===== src/rtl/teclado_cajero.sv =====
// 4x4 matrix keypad scanner for the ATM controller: synchronizes and debounces the columns,
// then emits one strobe per keypress on the digit path (0-9) or the command path (A-F).
module teclado_cajero #(
   parameter int SCAN_CYCLES     = 4,
   parameter int DEBOUNCE_CYCLES = 16,
   parameter int CNT_W           = 8
) (
   input  logic       clk,
   input  logic       reset,
   input  logic [3:0] columnas,
   output logic [3:0] filas,
   output logic [3:0] digito,
   output logic       digito_stb,
   output logic [3:0] comando,
   output logic       comando_stb
);

   typedef enum logic [1:0] {
      ESCANEO   = 2'd0,
      CONFIRMAR = 2'd1,
      EMITIR    = 2'd2,
      LIBERAR   = 2'd3
   } estado_t;

   localparam logic [CNT_W-1:0] SCAN_LAST = CNT_W'(SCAN_CYCLES - 1);
   localparam logic [CNT_W-1:0] DEB_TOP   = CNT_W'(DEBOUNCE_CYCLES);

   // Key code for a (row, column) position of the keypad matrix.
   function automatic logic [3:0] key_code(input logic [1:0] fila, input logic [1:0] col);
      logic [3:0] code;
      case ({fila, col})
         4'd0:    code = 4'h1;
         4'd1:    code = 4'h2;
         4'd2:    code = 4'h3;
         4'd3:    code = 4'hA;
         4'd4:    code = 4'h4;
         4'd5:    code = 4'h5;
         4'd6:    code = 4'h6;
         4'd7:    code = 4'hB;
         4'd8:    code = 4'h7;
         4'd9:    code = 4'h8;
         4'd10:   code = 4'h9;
         4'd11:   code = 4'hC;
         4'd12:   code = 4'hE;
         4'd13:   code = 4'h0;
         4'd14:   code = 4'hF;
         4'd15:   code = 4'hD;
         default: code = 4'h0;
      endcase
      return code;
   endfunction

   function automatic logic es_onehot(input logic [3:0] v);
      return (v != 4'd0) && ((v & (v - 4'd1)) == 4'd0);
   endfunction

   function automatic logic [1:0] col_index(input logic [3:0] v);
      logic [1:0] idx;
      case (v)
         4'b0010: idx = 2'd1;
         4'b0100: idx = 2'd2;
         4'b1000: idx = 2'd3;
         default: idx = 2'd0;
      endcase
      return idx;
   endfunction

   logic [3:0]       col_meta_r, col_s;
   estado_t          estado_r, estado_s;
   logic [1:0]       fila_r, fila_s;
   logic [1:0]       col_idx_r, col_idx_s;
   logic [CNT_W-1:0] slot_r, slot_s;
   logic [CNT_W-1:0] deb_r, deb_s;
   logic [3:0]       filas_r;
   logic [3:0]       digito_r, digito_s;
   logic [3:0]       comando_r, comando_s;
   logic             digito_stb_r, digito_stb_s;
   logic             comando_stb_r, comando_stb_s;
   logic [3:0]       code_s;

   // Next-state and next-output logic of the scan/debounce FSM.
   always_comb begin
      estado_s      = estado_r;
      fila_s        = fila_r;
      col_idx_s     = col_idx_r;
      slot_s        = slot_r;
      deb_s         = deb_r;
      digito_s      = digito_r;
      comando_s     = comando_r;
      digito_stb_s  = 1'b0;
      comando_stb_s = 1'b0;
      code_s        = key_code(fila_r, col_idx_r);
      case (estado_r)
         ESCANEO: begin
            if (slot_r == SCAN_LAST) begin
               slot_s = {CNT_W{1'b0}};
               if (es_onehot(col_s)) begin
                  estado_s  = CONFIRMAR;
                  col_idx_s = col_index(col_s);
                  deb_s     = CNT_W'(1);
               end else begin
                  fila_s = fila_r + 2'd1;
               end
            end else begin
               slot_s = slot_r + CNT_W'(1);
            end
         end
         CONFIRMAR: begin
            if (col_s == (4'b0001 << col_idx_r)) begin
               if (deb_r + CNT_W'(1) == DEB_TOP) begin
                  // Strobe and code register are loaded together so both are valid during EMITIR.
                  estado_s = EMITIR;
                  deb_s    = {CNT_W{1'b0}};
                  if (code_s < 4'd10) begin
                     digito_stb_s = 1'b1;
                     digito_s     = code_s;
                  end else begin
                     comando_stb_s = 1'b1;
                     comando_s     = code_s;
                  end
               end else begin
                  deb_s = deb_r + CNT_W'(1);
               end
            end else begin
               estado_s = ESCANEO;
               fila_s   = fila_r + 2'd1;
               slot_s   = {CNT_W{1'b0}};
               deb_s    = {CNT_W{1'b0}};
            end
         end
         EMITIR: begin
            estado_s = LIBERAR;
            deb_s    = {CNT_W{1'b0}};
         end
         LIBERAR: begin
            if (col_s == 4'd0) begin
               if (deb_r + CNT_W'(1) == DEB_TOP) begin
                  estado_s = ESCANEO;
                  fila_s   = 2'd0;
                  slot_s   = {CNT_W{1'b0}};
                  deb_s    = {CNT_W{1'b0}};
               end else begin
                  deb_s = deb_r + CNT_W'(1);
               end
            end else begin
               deb_s = {CNT_W{1'b0}};
            end
         end
         default: begin
            estado_s = ESCANEO;
            fila_s   = 2'd0;
            slot_s   = {CNT_W{1'b0}};
            deb_s    = {CNT_W{1'b0}};
         end
      endcase
   end

   // Column synchronizer plus all FSM state and output registers.
   always_ff @(posedge clk) begin
      if (reset) begin
         col_meta_r    <= 4'd0;
         col_s         <= 4'd0;
         estado_r      <= ESCANEO;
         fila_r        <= 2'd0;
         col_idx_r     <= 2'd0;
         slot_r        <= {CNT_W{1'b0}};
         deb_r         <= {CNT_W{1'b0}};
         filas_r       <= 4'b0001;
         digito_r      <= 4'd0;
         comando_r     <= 4'd0;
         digito_stb_r  <= 1'b0;
         comando_stb_r <= 1'b0;
      end else begin
         col_meta_r    <= columnas;
         col_s         <= col_meta_r;
         estado_r      <= estado_s;
         fila_r        <= fila_s;
         col_idx_r     <= col_idx_s;
         slot_r        <= slot_s;
         deb_r         <= deb_s;
         filas_r       <= 4'b0001 << fila_s;
         digito_r      <= digito_s;
         comando_r     <= comando_s;
         digito_stb_r  <= digito_stb_s;
         comando_stb_r <= comando_stb_s;
      end
   end

   assign filas       = filas_r;
   assign digito      = digito_r;
   assign comando     = comando_r;
   assign digito_stb  = digito_stb_r;
   assign comando_stb = comando_stb_r;

endmodule


===== config.mk =====
export PLATFORM = sky130hd
export DESIGN_NAME = teclado_cajero
export DESIGN_NICKNAME = d
export VERILOG_FILES = /design/src/rtl/teclado_cajero.sv
export SDC_FILE = /design/constraint.sdc
export NUM_CORES = 1
export LEC_CHECK = 0
export CAP_MARGIN = 20
export CORE_MARGIN = 1
export CORE_UTILIZATION = 25
export CTS_BUF_LIST = sky130_fd_sc_hd__clkbuf_4
export DETAILED_ROUTE_END_ITERATION = 8
export HOLD_SLACK_MARGIN = 0.12
export RECOVER_POWER = 25
export SYNTH_ARGS = -nofsm -noshare
export SYNTH_HDL_FRONTEND = slang
export SYNTH_SLANG_ARGS = --single-unit

===== constraint.sdc =====
create_clock -name clk -period 5.3 [get_ports clk]
set_input_delay 1.06 -clock clk [delete_from_list [all_inputs] [get_ports clk]]
set_output_delay 1.06 -clock clk [all_outputs]
set_load 0.05 [all_outputs]

==> results of run 1 <==
area by class of cell:
type	count	area (µm²)
Clock buffer	5	37.5
Clock inverter	3	13.8
Fill cell	962	6220
Inverter	8	30.0
Multi-Input combinational cell	208	1340
Sequential cell	44	881
Tap cell	108	135
Timing Repair Buffer	20	194
power by group through the flow:
stage | Sequential, mW | Clock (mW) | Combinational, mW
after global routing | 0.353 | 0.182 | 0.0774
after CTS | 0.351 | 0.166 | 0.0698
final | 0.351 | 0.155 | 0.0689
after floorplan | 0.358 | 0 | 0.0513
after detailed placement | 0.358 | 0 | 0.0695
after global placement | 0.358 | 0 | 0.0686
flip-flops by register name, indices dropped and copies added (netlist names), named ones only:
| name | count |
|---|---|
| digito_stb | 1 |
| estado_r | 1 |
| comando | 4 |
| deb_r | 8 |
| col_idx_r | 2 |
| slot_r | 8 |
| comando_stb | 1 |
| filas | 4 |
| digito | 4 |
| col_s | 4 |
| col_meta_r | 4 |
| fila_r | 2 |
cell usage in the layout (no fill, tap or decap), drive strengths merged, types with 4 or more instances in the layout:
cell type and count:
or3 4, clkdlybuf4s50 18, nand2b 11, nor4 5, nand4 5, nand3 13, ha 6, a21oi 16
a31oi 9, clkbuf 6, dfxtp 44, nand2 26, xor2 7, inv 8, nor2 16, nor2b 12
and3 6, a211oi 8, nor3 8, o21a 4, o21ai 10
cell usage after synthesis, types with 2 or more instances:
cell type	n	area [µm²]
o21ai_0	8	40.0
a311oi_1	3	26.3
nor2b_1	12	75.1
nor4_1	3	18.8
xnor2_1	2	17.5
xor2_1	7	61.3
nor3b_1	3	22.5
mux2i_1	3	30.0
or3_1	4	25.0
buf_2	2	10.0
nand3b_1	2	15.0
nand2b_1	11	68.8
and2_1	3	18.8
o32ai_1	2	17.5
ha_1	6	75.1
a21oi_1	16	80.1
nand4_1	5	31.3
a211oi_1	8	60.1
nor2_1	16	60.1
a31oi_1	9	56.3
and3_1	6	37.5
nand4b_1	2	17.5
o21a_1	4	30.0
o211ai_1	2	15.0
nand2_1	25	93.8
dfxtp_1	44	881
clkbuf_1	10	37.5
inv_1	8	30.0
nor4b_1	2	17.5
nor3_1	8	40.0
nand3_1	13	65.1
stage by stage:
stage	worst slack (ns)	power, mW	std cells	util (%)	area [µm²]
detailed placement	2.29	0.428	388	29.2	2580
global placement	2.34	0.427	388	29.2	2580
finish	2.09	0.574	396	29.7	2630
floorplan	2.99	0.409	273	-	2310
global route	1.90	0.612	396	29.7	2630
CTS	2.64	0.586	396	29.8	2640
worst paths after layout:
path,slack [ns],startpoint,endpoint,cells after the start
setup reg to reg,2.68,col_idx_r[0],comando[0],7
hold reg to reg,0.45,col_meta_r[1],col_s[1],1
setup / recovery,2.09,reset,filas[3],5
hold / removal,0.45,col_meta_r[1],col_s[1],1
worst max-delay path: stages:
cell           delay [ns]
dlygate4sd3_1        0.86
clkbuf_1             0.99
or2_2                0.25
o32ai_1              0.11
and2_1               0.18
layer usage:
metal,wire [µm],global-route usage [%],share of wire (%)
met5,0,0,0
met4,37,4.55,0.74
met3,162,2.65,3.3
met2,2340,19.1,47
met1,2430,13.9,49
cell families after synthesis:
| group | after synthesis | synth area share, % |
|---|---|---|
| adder cells (fa/ha/maj) | 6 | 3.25 |
| AO/OA/AOI/OAI | 64 | 18.9 |
| XOR/XNOR | 9 | 3.41 |
| multiplexers | 5 | 2.44 |
| AND/OR/NAND/NOR | 124 | 30.1 |
| flip-flops | 44 | 38.1 |
| buffers and inverters | 21 | 3.85 |
==> metrics, run 1 <==
outcome finished with violations; failing checks design-rule violations; number of global-route vias before repair 1920; P_sw around 0.16 mW; PD cells about 220 nW/µm²; Final Setup Violations 0; final hold violations 0; PortBufs 19; Post-route DRC 3; Max Freq 312 MHz; # diodes 0; final wirelength between 4000 and 5000 µm; syn nets 285; Crit path required time 5.56 ns; RSZ-0062 raised after global routing false; drt wl/cell 12.5 µm; initial antenna violation count 0; Max VDD drop 0.0755 mV; Distinct cells, synth 55; Via Count 1961; crit path time final 3.21 ns; Global Route Usage Sum 11.3%; Mapped Area 2310 µm²; max-slew violations 0; worst skew pair latency 0.35 ns; Rel. slew slack 15.1%; max_cap viols 0; Worst-Margin Slew 1.27 ns; nets 299; CP Launch Type primary input; Net Sw Frac 27.6%; Synth warnings 0; share of post-route cells with drive strength above 1 6.25%; Starting DRT DRC Count 78; Seq pwr share 61.1%; CTS root buf clkbuf_4; TritonCTS clock tree yes; setup_tns 0 ns; htree depth 2; Syn Area/Cell 8.46 µm²; die area 9630 µm²; Worst Skew 0.00949 ns; Critical Path End Type flop; Via-to-Cell Ratio between 4 and 5; Rows 34; largest net degree at the start of global routing 32; Post-CTS Resized 0; Comb pwr share 12.0%; CP Max Fanout 31; antenna viol nets, final 0; Clock Pin Slew Worst Setup and Hold Paths between 0.1 and 0.15 ns; hold_buf cts 0; RePlAce Congestion roughly 0.80; first-pass GRT wire length 8830 µm; Ports 20; Setup Crit Path Kind in -> reg; FF+latch count, synth 44; post-synthesis sequential area ratio a little under two fifths; Mapped Cells 273; period utilization between 60% and 70%; postcts setup bufs 0; Die Height 98.1 µm; Clk pwr share around 27%; Post-synth EDFFs 0; Hold WC Path Type reg -> reg; Post-synth ARST share 0%; DRT Pass-1 Iters 8; hold_ws ~0.45 ns; DP HPWL 3690 µm; clk sinks 44; Synth Flop Type dfxtp_1; leak pwr roughly 0.91 nW; Die X-Extent 98.1 µm; Crit path arrival time 3.47 ns; core footprint 8850 µm²; Pint slightly above 0.4 mW; Clock Path Buffers 2; total gr overflow 0; CTS Buf Count 5; Synth-to-Final Area Change 13.9%; Initial Util 26.1%
Note: power is estimated with default switching activity, not from simulation.
==> run 2, diff against run 1 <==
- clock period: 5.3 -> 3.17 ns (I/O delays scaled with it)
==> metrics, run 2 (synthesis results as in run 1) <==
die area 9630 µm² (unchanged); Max VDD drop 0.167 mV (was 0.0755 mV); Final Setup Violations 0 (unchanged); RePlAce Congestion 0.771 (was 0.801); max_cap viols 0 (unchanged); Clock Pin Slew Worst Setup and Hold Paths 0.13 ns (about the same); setup_tns 0 ns (unchanged); DRT Pass-1 Iters 6 (was 8); antenna viol nets, final 0 (unchanged); share of post-route cells with drive strength above 1 7.24% (was 6.25%); final wirelength 4980 µm (was 4970 µm); Hold WC Path Type reg -> reg (unchanged); Ports 20 (unchanged); core footprint 8850 µm² (unchanged); leak pwr 0.936 nW (was 0.906 nW); Crit path arrival time 2.87 ns (was 3.47 ns); Setup Crit Path Kind reg -> reg (was in -> reg); Crit path required time 3.43 ns (was 5.56 ns); CP Launch Type flop (was primary input); Post-route DRC 3 (unchanged); Max stage delay on crit path 0.67 ns (was 0.99 ns); slowest CP cell or4_1 (was clkbuf_1); failing checks design-rule violations (unchanged); Starting DRT DRC Count 101 (was 78); commonest non-fill, non-tap cell in the layout dfxtp_1 (unchanged); Clock Path Buffers 2 (unchanged); number of global-route vias before repair 1810 (was 1920); max-slew violations 0 (unchanged); PD cells 394 nW/µm² (was 218 nW/µm²); nets 301 (was 299); drt wl/cell 12.5 µm (about the same); Rel. slew slack 58.1% (was 15.1%); crit-path leading delay family simple AND/OR/NAND/NOR gates (was buffers and inverters); Final Total Pwr 1.05 mW (was 0.574 mW); clk sinks 44 (unchanged); PortBufs 19 (unchanged); RSZ-0062 raised after global routing false (unchanged); R2R setup slack 0.56 ns (was 2.68 ns); Initial Util 26.1% (unchanged); worst skew pair latency 0.35 ns (about the same); Largest regs deb_r (8), slot_r (8) (unchanged); # diodes 0 (unchanged); crit path time final 2.61 ns; largest net degree at the start of global routing 45 (was 32); CP Max Fanout 7 (was 31); Final Instance Area 2680 µm² (was 2630 µm²); Via Count 2002 (was 1961); Finished Core Util 30.2% (was 29.7%); Rows 34 (unchanged); hold_ws 0.455 ns (was 0.450 ns); Post-DP Area 2600 µm² (was 2580 µm²); Post-CTS Resized 0 (unchanged); DP HPWL 3690 µm (about the same); initial antenna violation count 0 (unchanged); hold_buf cts 0 (unchanged); commonest non-fill, non-tap cells in the layout dfxtp_1 (44), nand2_1 (25), nor2_1 (16), a21oi_1 (16) (was dfxtp_1 (44), nand2_1 (25), clkdlybuf4s50_1 (18)); critical path buffer and inverter count 1 (was 2); Worst-Margin Slew 0.626 ns (was 1.27 ns); critical path cell sequence inv_1 > ha_1 > xor2_1 > or4_1 > nor4_4 > nand2_2 > mux2_4 (was dlygate4sd3_1 > clkbuf_1 > or2_2 > o32ai_1 > and2_1); Die X-Extent 98.1 µm (unchanged); final hold violations 0 (unchanged); Max Freq 384 MHz; CTS Buf Count 5 (unchanged); Global Route Usage Sum 10.9% (was 11.3%); period utilization 82.2%; Die Height 98.1 µm (unchanged); Via-to-Cell Ratio 5.03 (was 4.95); postcts setup bufs 0 (unchanged); Synth-to-Final Area Change 15.8% (was 13.9%); TritonCTS clock tree yes (unchanged); Worst Skew 0.00636 ns (was 0.00949 ns); Critical Path End Type flop (unchanged); total gr overflow 0 (unchanged); CTS root buf clkbuf_4 (unchanged); first-pass GRT wire length 8560 µm (was 8830 µm); htree depth 2 (unchanged); outcome finished with violations (unchanged)
==> run 2: cell count changes in the layout (fill, tap and decap cells not counted) <==
cell             change
clkdlybuf4s50_1      -5
clkinvlp_4           +1
bufinv_16            +1
o21ai_0              -1
clkinv_2             -1
o21ai_1              +1
buf_4                +2
dlygate4sd3_1        +5
clkinv_1             -1
==> run 2: report_power, final <==
group / total (mW) / switching [mW] / internal [mW]
Sequential: 0.586 / 0.0178 / 0.568
Clock: 0.348 / 0.184 / 0.164
Combinational: 0.118 / 0.0720 / 0.0463
Total: 1.05 / 0.273 / 0.779
==> run 2: worst paths after layout <==
check	start	to	cells after the start
setup / recovery	col_idx_r[0]	comando[0]	7
hold / removal	col_meta_r[0]	col_s[0]	1
setup reg to reg	col_idx_r[0]	comando[0]	7
hold reg to reg	col_meta_r[0]	col_s[0]	1
==> run 2: per-layer routing <==
layer,global-route usage [%],part of all wire (%)
met5,0,0
met4,3.85,1.4
met3,2.43,3.6
met2,17.7,47
met1,14.1,48
==> run 2: through the flow <==
stage / worst slack [ns] / cells
floorplan: 0.862 / 273
global route: 0.385 / 398
global placement: 0.695 / 390
detailed placement: 0.597 / 390
CTS: 0.583 / 398
finish: 0.564 / 398
==> run 2: layout make-up <==
class                   count  area (µm²)
multi-input cells         208        1340
repair buffers             22         209
flip-flops and latches     44         881
clock buffers               5        37.5
clock inverters             3        42.5
inverters                   8        30.0
well taps                 108         135
fillers                   936        6170
==> run 2: worst register-to-register path, delay by kind of cell, from the launching register on <==
kind | cells | cell delay, ns
XOR/XNOR | 1 | 0.17
adder cells (fa/ha/maj) | 1 | 0.22
buffers and inverters | 1 | 0.11
flip-flops | 1 | 0.45
multiplexers | 1 | 0.31
AND/OR/NAND/NOR | 3 | 1.27
